--- config.mk ---
export PLATFORM = sky130hd
export DESIGN_NAME = dmem_access_unit
export DESIGN_NICKNAME = d
export VERILOG_FILES = /design/src/rtl/dmem_access_unit.sv
export SDC_FILE = /design/constraint.sdc
export NUM_CORES = 1
export LEC_CHECK = 0
export CORE_MARGIN = 3
export CORE_UTILIZATION = 23
export DETAILED_ROUTE_END_ITERATION = 7
export HOLD_SLACK_MARGIN = 0.03
export PLACE_DENSITY = 0.49
export SETUP_SLACK_MARGIN = 0.3
export SLEW_MARGIN = 0
export SYNTH_ARGS = -nofsm -noshare
export SYNTH_HDL_FRONTEND = slang
export SYNTH_SLANG_ARGS = --single-unit
--- constraint.sdc ---
create_clock -name clk -period 2 [get_ports clk]
set_clock_uncertainty 0.1 [all_clocks]
set_input_delay 0.2 -clock clk [delete_from_list [all_inputs] [get_ports clk]]
set_output_delay 0.2 -clock clk [all_outputs]
set_load 0.005 [all_outputs]
--- src/rtl/dmem_access_unit.sv ---
// MEM-stage data memory access unit: req/ack bus handshake, byte lanes,
// load extension, pipeline stall and timeout abort.
module dmem_access_unit #(
    parameter int unsigned TIMEOUT = 16
) (
    input  logic        clk,
    input  logic        rst,
    input  logic        mem_read,
    input  logic        mem_write,
    input  logic [2:0]  funct3,
    input  logic [63:0] addr,
    input  logic [63:0] wdata,
    output logic [63:0] rdata,
    output logic        stall,
    output logic        misaligned,
    output logic        bus_err,
    output logic        bus_req,
    output logic        bus_we,
    output logic [63:0] bus_addr,
    output logic [63:0] bus_wdata,
    output logic [7:0]  bus_be,
    input  logic [63:0] bus_rdata,
    input  logic        bus_ack
);

    typedef enum logic [1:0] {IDLE, BUSY, DONE} state_t;

    state_t      state;
    state_t      state_nxt;
    logic [31:0] tmo_cnt;
    logic [1:0]  size_q;
    logic        zext_q;
    logic [2:0]  off_q;

    logic        access;
    logic        illegal;
    logic        unaligned;
    logic        legal;
    logic        tmo_hit;
    logic [7:0]  be_nxt;
    logic [63:0] shifted;
    logic [63:0] load_ext;

    assign access  = mem_read | mem_write;
    // A simultaneous read+write request is handled as a store.
    assign illegal = mem_write ? funct3[2] : (funct3 == 3'b111);
    assign legal   = access & ~illegal & ~unaligned;
    assign tmo_hit = (state == BUSY) & ~bus_ack & (TIMEOUT != 0)
                   & (tmo_cnt == TIMEOUT - 1);

    always_comb begin
        unaligned = 1'b0;
        be_nxt    = 8'hFF;
        unique case (funct3[1:0])
            2'b00: begin
                unaligned = 1'b0;
                be_nxt    = 8'h01 << addr[2:0];
            end
            2'b01: begin
                unaligned = addr[0];
                be_nxt    = 8'h03 << addr[2:0];
            end
            2'b10: begin
                unaligned = |addr[1:0];
                be_nxt    = 8'h0F << addr[2:0];
            end
            default: begin
                unaligned = |addr[2:0];
                be_nxt    = 8'hFF;
            end
        endcase
    end

    always_comb begin
        shifted  = bus_rdata >> {off_q, 3'b000};
        load_ext = shifted;
        unique case (size_q)
            2'b00: load_ext = zext_q ? {56'd0, shifted[7:0]}
                                     : {{56{shifted[7]}}, shifted[7:0]};
            2'b01: load_ext = zext_q ? {48'd0, shifted[15:0]}
                                     : {{48{shifted[15]}}, shifted[15:0]};
            2'b10: load_ext = zext_q ? {32'd0, shifted[31:0]}
                                     : {{32{shifted[31]}}, shifted[31:0]};
            default: load_ext = shifted;
        endcase
    end

    always_ff @(posedge clk) begin
        if (rst) state <= IDLE;
        else     state <= state_nxt;
    end

    always_comb begin
        state_nxt = state;
        unique case (state)
            IDLE:    if (legal) state_nxt = BUSY;
            BUSY:    if (bus_ack || tmo_hit) state_nxt = DONE;
            default: state_nxt = IDLE;
        endcase
    end

    always_comb begin
        stall      = 1'b0;
        misaligned = 1'b0;
        unique case (state)
            IDLE: begin
                stall      = legal;
                misaligned = access & ~legal;
            end
            BUSY:    stall = 1'b1;
            default: stall = 1'b0;
        endcase
    end

    always_ff @(posedge clk) begin
        if (rst) begin
            rdata     <= '0;
            bus_err   <= 1'b0;
            bus_req   <= 1'b0;
            bus_we    <= 1'b0;
            bus_addr  <= '0;
            bus_wdata <= '0;
            bus_be    <= '0;
            tmo_cnt   <= '0;
            size_q    <= '0;
            zext_q    <= 1'b0;
            off_q     <= '0;
        end else begin
            bus_err <= 1'b0;
            unique case (state)
                IDLE: begin
                    if (legal) begin
                        size_q    <= funct3[1:0];
                        zext_q    <= funct3[2];
                        off_q     <= addr[2:0];
                        bus_we    <= mem_write;
                        bus_addr  <= {addr[63:3], 3'b000};
                        bus_be    <= be_nxt;
                        bus_wdata <= wdata << {addr[2:0], 3'b000};
                        bus_req   <= 1'b1;
                        tmo_cnt   <= '0;
                    end
                end
                BUSY: begin
                    if (bus_ack) begin
                        bus_req <= 1'b0;
                        if (!bus_we) rdata <= load_ext;
                    end else if (tmo_hit) begin
                        bus_req <= 1'b0;
                        bus_err <= 1'b1;
                    end else begin
                        tmo_cnt <= tmo_cnt + 32'd1;
                    end
                end
                default: ;
            endcase
        end
    end

endmodule
==> results of run 1 <==
==> routing by layer <==
metal  share of wire [%]  up-vias
met5               0.069        -
met3                 7.2       86
met2                  49      403
met1                  41     6641
met4                 2.5        6
li1                    -     6469
==> final cells by class <==
cell class	instances	share of cell area, %
Clock buffer	44	3.779
Clock inverter	8	0.5319
Inverter	12	0.1995
Multi-Input combinational cell	1109	39.40
Sequential cell	240	21.39
Tap cell	688	3.812
Timing Repair Buffer	657	30.88
==> through the flow <==
step                      hold WS [ns]  instances
after floorplan                 0.2255       1486
after global placement          0.3417       2593
after detailed placement        0.3477       2593
after CTS                      0.03021       2697
after global routing           0.04993       2758
final                          0.06164       2758
==> report_power, final <==
| group | internal (mW) | switching (mW) | leakage (nW) | total, mW |
|---|---|---|---|---|
| registers | 5.10 | 0.240 | 1.96 | 5.34 |
| logic | 2.59 | 2.27 | 5.94 | 4.86 |
| clock network | 3.20 | 2.27 | 0.468 | 5.47 |
| total | 10.9 | 4.78 | 8.38 | 15.7 |
==> tightest hold or removal path, stage by stage <==
cell and delay, ns:
buf_6 0.09, inv_1 0.24, o21ai_2 0.13, nor2_1 0.04
==> repair_timing <==
action | in CTS | in global routing
buffers inserted | 15 | 35
pin swaps | 18 | 171
hold buffers | 25 | 2
gates cloned | 12 | 24
endpoints found under the hold margin | 42 | 2
setup endpoints to repair | 442 | 442
resized for setup | 72 | 457
==> cell families (layout without fill, tap and decap cells) <==
kind of cell,after synthesis,after routing,share of synthesized area [%]
AOI/OAI and AO/OA,413,414,20.34
xor gates and xnor gates,8,8,0.5648
adders and majority gates,5,5,0.5042
buffers and inverters,145,721,5.234
DFF,240,240,38.73
muxes,150,150,15.52
other,1,3,0.03023
and+or+nand+nor,522,529,19.08
==> layout by cell type (no fill, tap or decap), types with 12 or more instances in the layout <==
cell / n
nand2_4: 66
and3_1: 13
or3_1: 18
dfxtp_2: 12
mux4_2: 31
buf_6: 30
mux2_2: 25
dlygate4sd3_1: 27
nand2b_1: 14
clkdlybuf4s50_1: 385
buf_4: 146
o211ai_1: 23
clkbuf_16: 46
dfxtp_1: 225
o21ai_1: 17
nand2_2: 17
nor2b_1: 14
a21oi_1: 75
a211oi_1: 24
nor2_1: 80
nand4_1: 13
o21ai_0: 71
mux2i_1: 78
nor2_4: 15
a21oi_2: 100
nand2_1: 176
buf_12: 30
a211oi_2: 48
==> registers in the layout (all words and copies together), names as in the netlist <==
register and count:
tmo_cnt 32, bus_we 1, bus_be 8, bus_addr 61, state 2, bus_wdata 64, off_q 3, size_q 2
bus_req 1, rdata 64, zext_q 1, bus_err 1
==> worst paths after layout <==
kind	start	endpoint	slack (ns)	cells past startpoint
setup / recovery	off_q[1]	rdata[53]	-0.03	8
hold / removal	rst	bus_be[4]	0.06	4
setup reg to reg	off_q[1]	rdata[53]	-0.03	8
hold reg to reg	bus_addr[59]	bus_addr[59]	0.35	2
==> results.toml, run 1 <==
[critical_path]
cp_data_arrival_time_ns = 2.40
endpoint_kind = "flip-flop"
crit_required_ns = 2.37
critPathMaxStageDelay_ns = 0.43
cp_num_buf_inv = 3
startpoint_type = "flip-flop"
critPathMostFrequentCell = "buf_12"
crit_type = "reg2reg"
slowest_stage = "dfxtp_4"
critPathTopFamily = "buffers and inverters"
worstPathCellList = "buf_12 > mux2_4 > a2bb2oi_4 > a31oi_4 > nor2b_4 > buf_12 > clkbuf_16 > a21oi_1"
cp_max_fo = 8

[synth]
synthCells = 1484
synth-edff-count = 0
synthTopCellsByArea = "dfxtp_1 39%, nand2_1 7.8%, mux2i_1 7.3%"
yosysTopAreaCell = "dfxtp_1"
synth_top_area_share_pct = 38.73
avgSynthCellArea_um2 = 8.360
ys.flop_type = "dfxtp_1"
yosys.cell_types.count = 64
ys_seq_area_share_pct = 38.73
synth_warnings = 0
syn_area_um2 = 12410
synth_seq_cells = 240
postSynth.asyncResetShare_pct = 0
yosysMostFrequentCell = "nand2_1"
synth_common_cells = "258 x nand2_1, 240 x dfxtp_1, 176 x a21oi_1"

[power_and_ir_drop]
p_total_mw = 15.66
powerDensity_nw_per_um2 = 693.6
leakage_nw = 8.376
ir_drop_mv = 0.6585

[clocking]
cts_tree = "built"
clock_path_buffers = 3
insertion_delay_ns = 0.59
cts_root_buf = "clkbuf_16"
numCtsBuffers = 30
cts.sinks = 240
clkTransAtPathRegs_ns = 0.06
cts.htree.levels = 1

[timing]
report.final.hold_viol_count = 0
setup_viol = 13
post-route-min-period_ns = 2.026
tightest_slew_ns = 1.221
maxSlewHeadroom_pct = 18.31
timing.fmax_mhz = 493.5
rsz0062_at_grt = "true"
layout_setup_ws_ns = -0.02629
slew_violations = 0
setup_tns_ns = -0.2004
fin_crit_sh_pct = 101.3

[layout]
diodes = 0
final_core_util_pct = 42.63
regArea_um2 = 4831
multi_input_area_um2 = 8899
finalInstanceArea_um2 = 22580
synthToLayoutAreaGrowth_pct = 82.02
post_route_cells_drive_above_1_share_pct = 34.40
nNetsFinal = 2255
fill_cells = 5134

[detailed_routing]
wl_per_cell_um = 21.69
via_per_inst = 4.933
drtAntennaViolNets = 0
first_iter_violations = 661
vias = 13610
drt-total-wl_um = 59830
drcViolationCount = 0
drt_first_pass_iters = 5

[floorplan]
die_x_um = 238.3
io_pins = 405
core_um2 = 52970
die_h_um = 238.3
rows = 84
initial_core_util_pct = 23.42
dieArea_um2 = 56770

[global_route]
grt_pass1_wl_um = 81920
busiest_layer = "met2"
grt_pass1_vias = 13010
use_met2_pct = 31.76
grt_use_met1_pct = 23.14
grt_max_degree = 76
track_usage_pct = 18.56
grt_antenna_before_repair = 3
grtUsageMet3_pct = 5.143
grt.overflow.total = 0

[status]
status = "finished with violations"
violations = "setup timing"

[placed_design]
place.gp.congestion = 0.8557
dp_slack_ns = -0.8645
dp_hpwl_um = 40340
numPortBuffers = 401
place_area_um2 = 18240

[run]
maxCapViolCount = 0

[hold_path]
hp-class = "in2reg"
(Power assumes the default switching activity.)
==> run 2: changes to the inputs <==
CELL_PAD_IN_SITES_DETAIL_PLACEMENT = 0   (was not set)
CELL_PAD_IN_SITES_GLOBAL_PLACEMENT = 1   (was not set)
PLACE_DENSITY = 0.63   (was 0.49)
SLEW_MARGIN = 20   (was 0)
==> run 2 against run 1 <==
Against the previous run:
- the run now ends clean
- wire length rose by 0.54%
- critical path depth is 1 lower
- clock-buffer cell count rose by 1
- fmax is 1.4% higher
- total power increased by 4.2%
- final cell count is 0.36% lower
- hold slack improved by 0.016 ns
- clock power up 9.0%
- sequential share of layout area about the same
- flip-flop and latch count is the same
- setup slack improved by 0.028 ns
- final area barely moved
==> results.toml, run 2 (same netlist as run 1, synthesis figures left out) <==
[timing]
maxSlewHeadroom_pct = 56.33
fin_crit_sh_pct = 99.91
setup_viol = 0
post-route-min-period_ns = 1.998
holdWs_ns = 0.07739
slew_violations = 0
timing.fmax_mhz = 500.4
tightest_slew_ns = 0.6537
rsz0062_at_grt = "true"
report.final.hold_viol_count = 0

[power_and_ir_drop]
swShare_pct = 30.11
power_frac_seq_pct = 32.8
powerDensity_nw_per_um2 = 722.3
ir_drop_mv = 0.6314
leakage_nw = 8.314
net-switching-power_mw = 4.914
pwr-share-comb_pct = 30.7
internal_power_mw = 11.41
p_clk_share_pct = 36.5

[global_route]
grt_antenna_before_repair = 12
grt.overflow.total = 0
track_usage_pct = 19.62
grt_pass1_wl_um = 85080
grt_max_degree = 89
grt_pass1_vias = 13520

[floorplan]
initial_core_util_pct = 23.42
rows = 84
die_x_um = 238.3
die_h_um = 238.3
dieArea_um2 = 56770
core_um2 = 52970
io_pins = 405

[layout]
nNetsFinal = 2239
reg.largest.list = "bus_wdata: 64 flops, rdata: 64 flops, bus_addr: 61 flops"
post_route_cells_drive_above_1_share_pct = 34.32
finalInstanceArea_um2 = 22600
fill_cells = 5120
synthToLayoutAreaGrowth_pct = 82.12
final_core_util_pct = 42.66
mostFrequentLayoutCell = "clkdlybuf4s50_1"
final_cell_mix = "389 x clkdlybuf4s50_1, 225 x dfxtp_1, 173 x nand2_1"

[detailed_routing]
via_per_inst = 5.007
drt_first_pass_iters = 5
drcViolationCount = 0
drtAntennaViolNets = 0
drt-total-wl_um = 60150
vias = 13760
first_iter_violations = 806
wl_per_cell_um = 21.89

[critical_path]
cp_max_fo = 4
cp_num_buf_inv = 2
critPathTopFamily = "simple AND/OR/NAND/NOR gates"
endpoint_kind = "flip-flop"
reg2reg_to = "tmo_cnt[23]"
slowest_stage = "or4_4"
reg2reg_from = "state[0]"
worstPathCellList = "or3b_4 > o41ai_2 > buf_4 > nand4_1 > buf_6 > or4_4 > a21oi_2"
worstRegToRegCells = 7
critPathMaxStageDelay_ns = 0.47
startpoint_type = "flip-flop"
crit_required_ns = 2.37
timing.reg2reg.setup_slack_ns = 0.002
cp_data_arrival_time_ns = 2.36
crit_type = "reg2reg"

[placed_design]
place.gp.congestion = 0.8493
dp_hpwl_um = 40540
place_area_um2 = 18190
numPortBuffers = 401

[clocking]
cts_tree = "built"
cts.htree.levels = 2
numCtsBuffers = 34
insertion_delay_ns = 0.54
clock_path_buffers = 3
cts_root_buf = "clkbuf_16"
cts.sinks = 240
clkTransAtPathRegs_ns = 0.05

[run]
maxCapViolCount = 0

[hold_path]
hp-start = "funct3[1]"
hp-class = "in2reg"
hold-path-cell-count = 4
hold_end = "size_q[1]"

[status]
status = "complete, no violations"
==> run 2: cell types whose count changed in the layout (fill, tap and decap cells not counted), sizes merged, moves of 2 or more <==
cell	before	now
buf	221	236
clkbuf	60	51
clkdlybuf4s50	385	389
clkinv	4	9
diode	0	3
dlygate4sd3	27	3
dlymetal6s2s	8	3
inv	12	14
==> run 2: cell type report <==
| class | count | area [µm²] | share of cell area [%] |
|---|---|---|---|
| timing repair buffer | 638 | 6980 | 30.89 |
| sequential | 240 | 4831 | 21.38 |
| tap | 688 | 860.8 | 3.810 |
| clock inverter | 14 | 148.9 | 0.6590 |
| multi-input combinational | 1108 | 8780 | 38.86 |
| clock buffer | 45 | 942.2 | 4.170 |
| inverter | 12 | 45.04 | 0.1993 |
| antenna | 3 | 7.507 | 0.03322 |
==> run 2: through the flow <==
| step | setup TNS [ns] | instances | power [mW] | setup WS, ns |
|---|---|---|---|---|
| after floorplan | -0.08872 | 1486 | 7.042 | -0.01459 |
| after global placement | -139.92 | 2583 | 8.869 | -0.8271 |
| after detailed placement | -147.64 | 2583 | 8.893 | -0.8420 |
| after CTS | 0 | 2705 | 15.82 | 0.0008529 |
| after global routing | -0.7662 | 2747 | 17.01 | -0.05017 |
| final | 0 | 2748 | 16.32 | 0.001704 |
==> run 2: power by group through the flow <==
stage / combinational [mW] / clock, mW / sequential [mW]
after floorplan: 1.67 / 0 / 5.37
after global placement: 3.48 / 0 / 5.39
after detailed placement: 3.50 / 0 / 5.39
after CTS: 4.37 / 6.15 / 5.30
after global routing: 5.30 / 6.33 / 5.38
final: 5.01 / 5.96 / 5.35
==> run 2: worst reg2reg max path, stage by stage, from the launching register on <==
cell	delay, ns
dfxtp_2	0.32
or3b_4	0.41
o41ai_2	0.06
buf_4	0.17
nand4_1	0.11
buf_6	0.16
or4_4	0.47
a21oi_2	0.12
==> run 2: worst max path at each step <==
stage          cells after the start  startpoint  slack, ns          end
5_1_grt                            7    off_q[1]      -0.05    rdata[60]
2_1_floorplan                      8   funct3[0]      -0.01  tmo_cnt[23]
6_report                           7    state[0]      0.002  tmo_cnt[23]
4_1_cts                            8    off_q[1]     0.0009    rdata[60]
3_3_place_gp                      11   funct3[1]      -0.83    bus_be[5]
3_5_place_dp                      10   funct3[1]      -0.84    bus_be[5]
==> run 2: metal layers <==
layer	GRT usage, %	up-vias	wire (µm)
met2	32.88	498	28600
met4	6.340	16	2051
li1	-	6448	-
met5	0	-	101
met3	6.912	107	5135
met1	23.52	6691	24260
==> run 2: timing repair <==
action                                  in CTS  in global routing
gates cloned                                27                  9
setup buffers                               36                 28
endpoints found under the hold margin        6                  7
pin swaps                                   75                113
gates resized for setup                    175                341
endpoints found under the setup margin     434                441
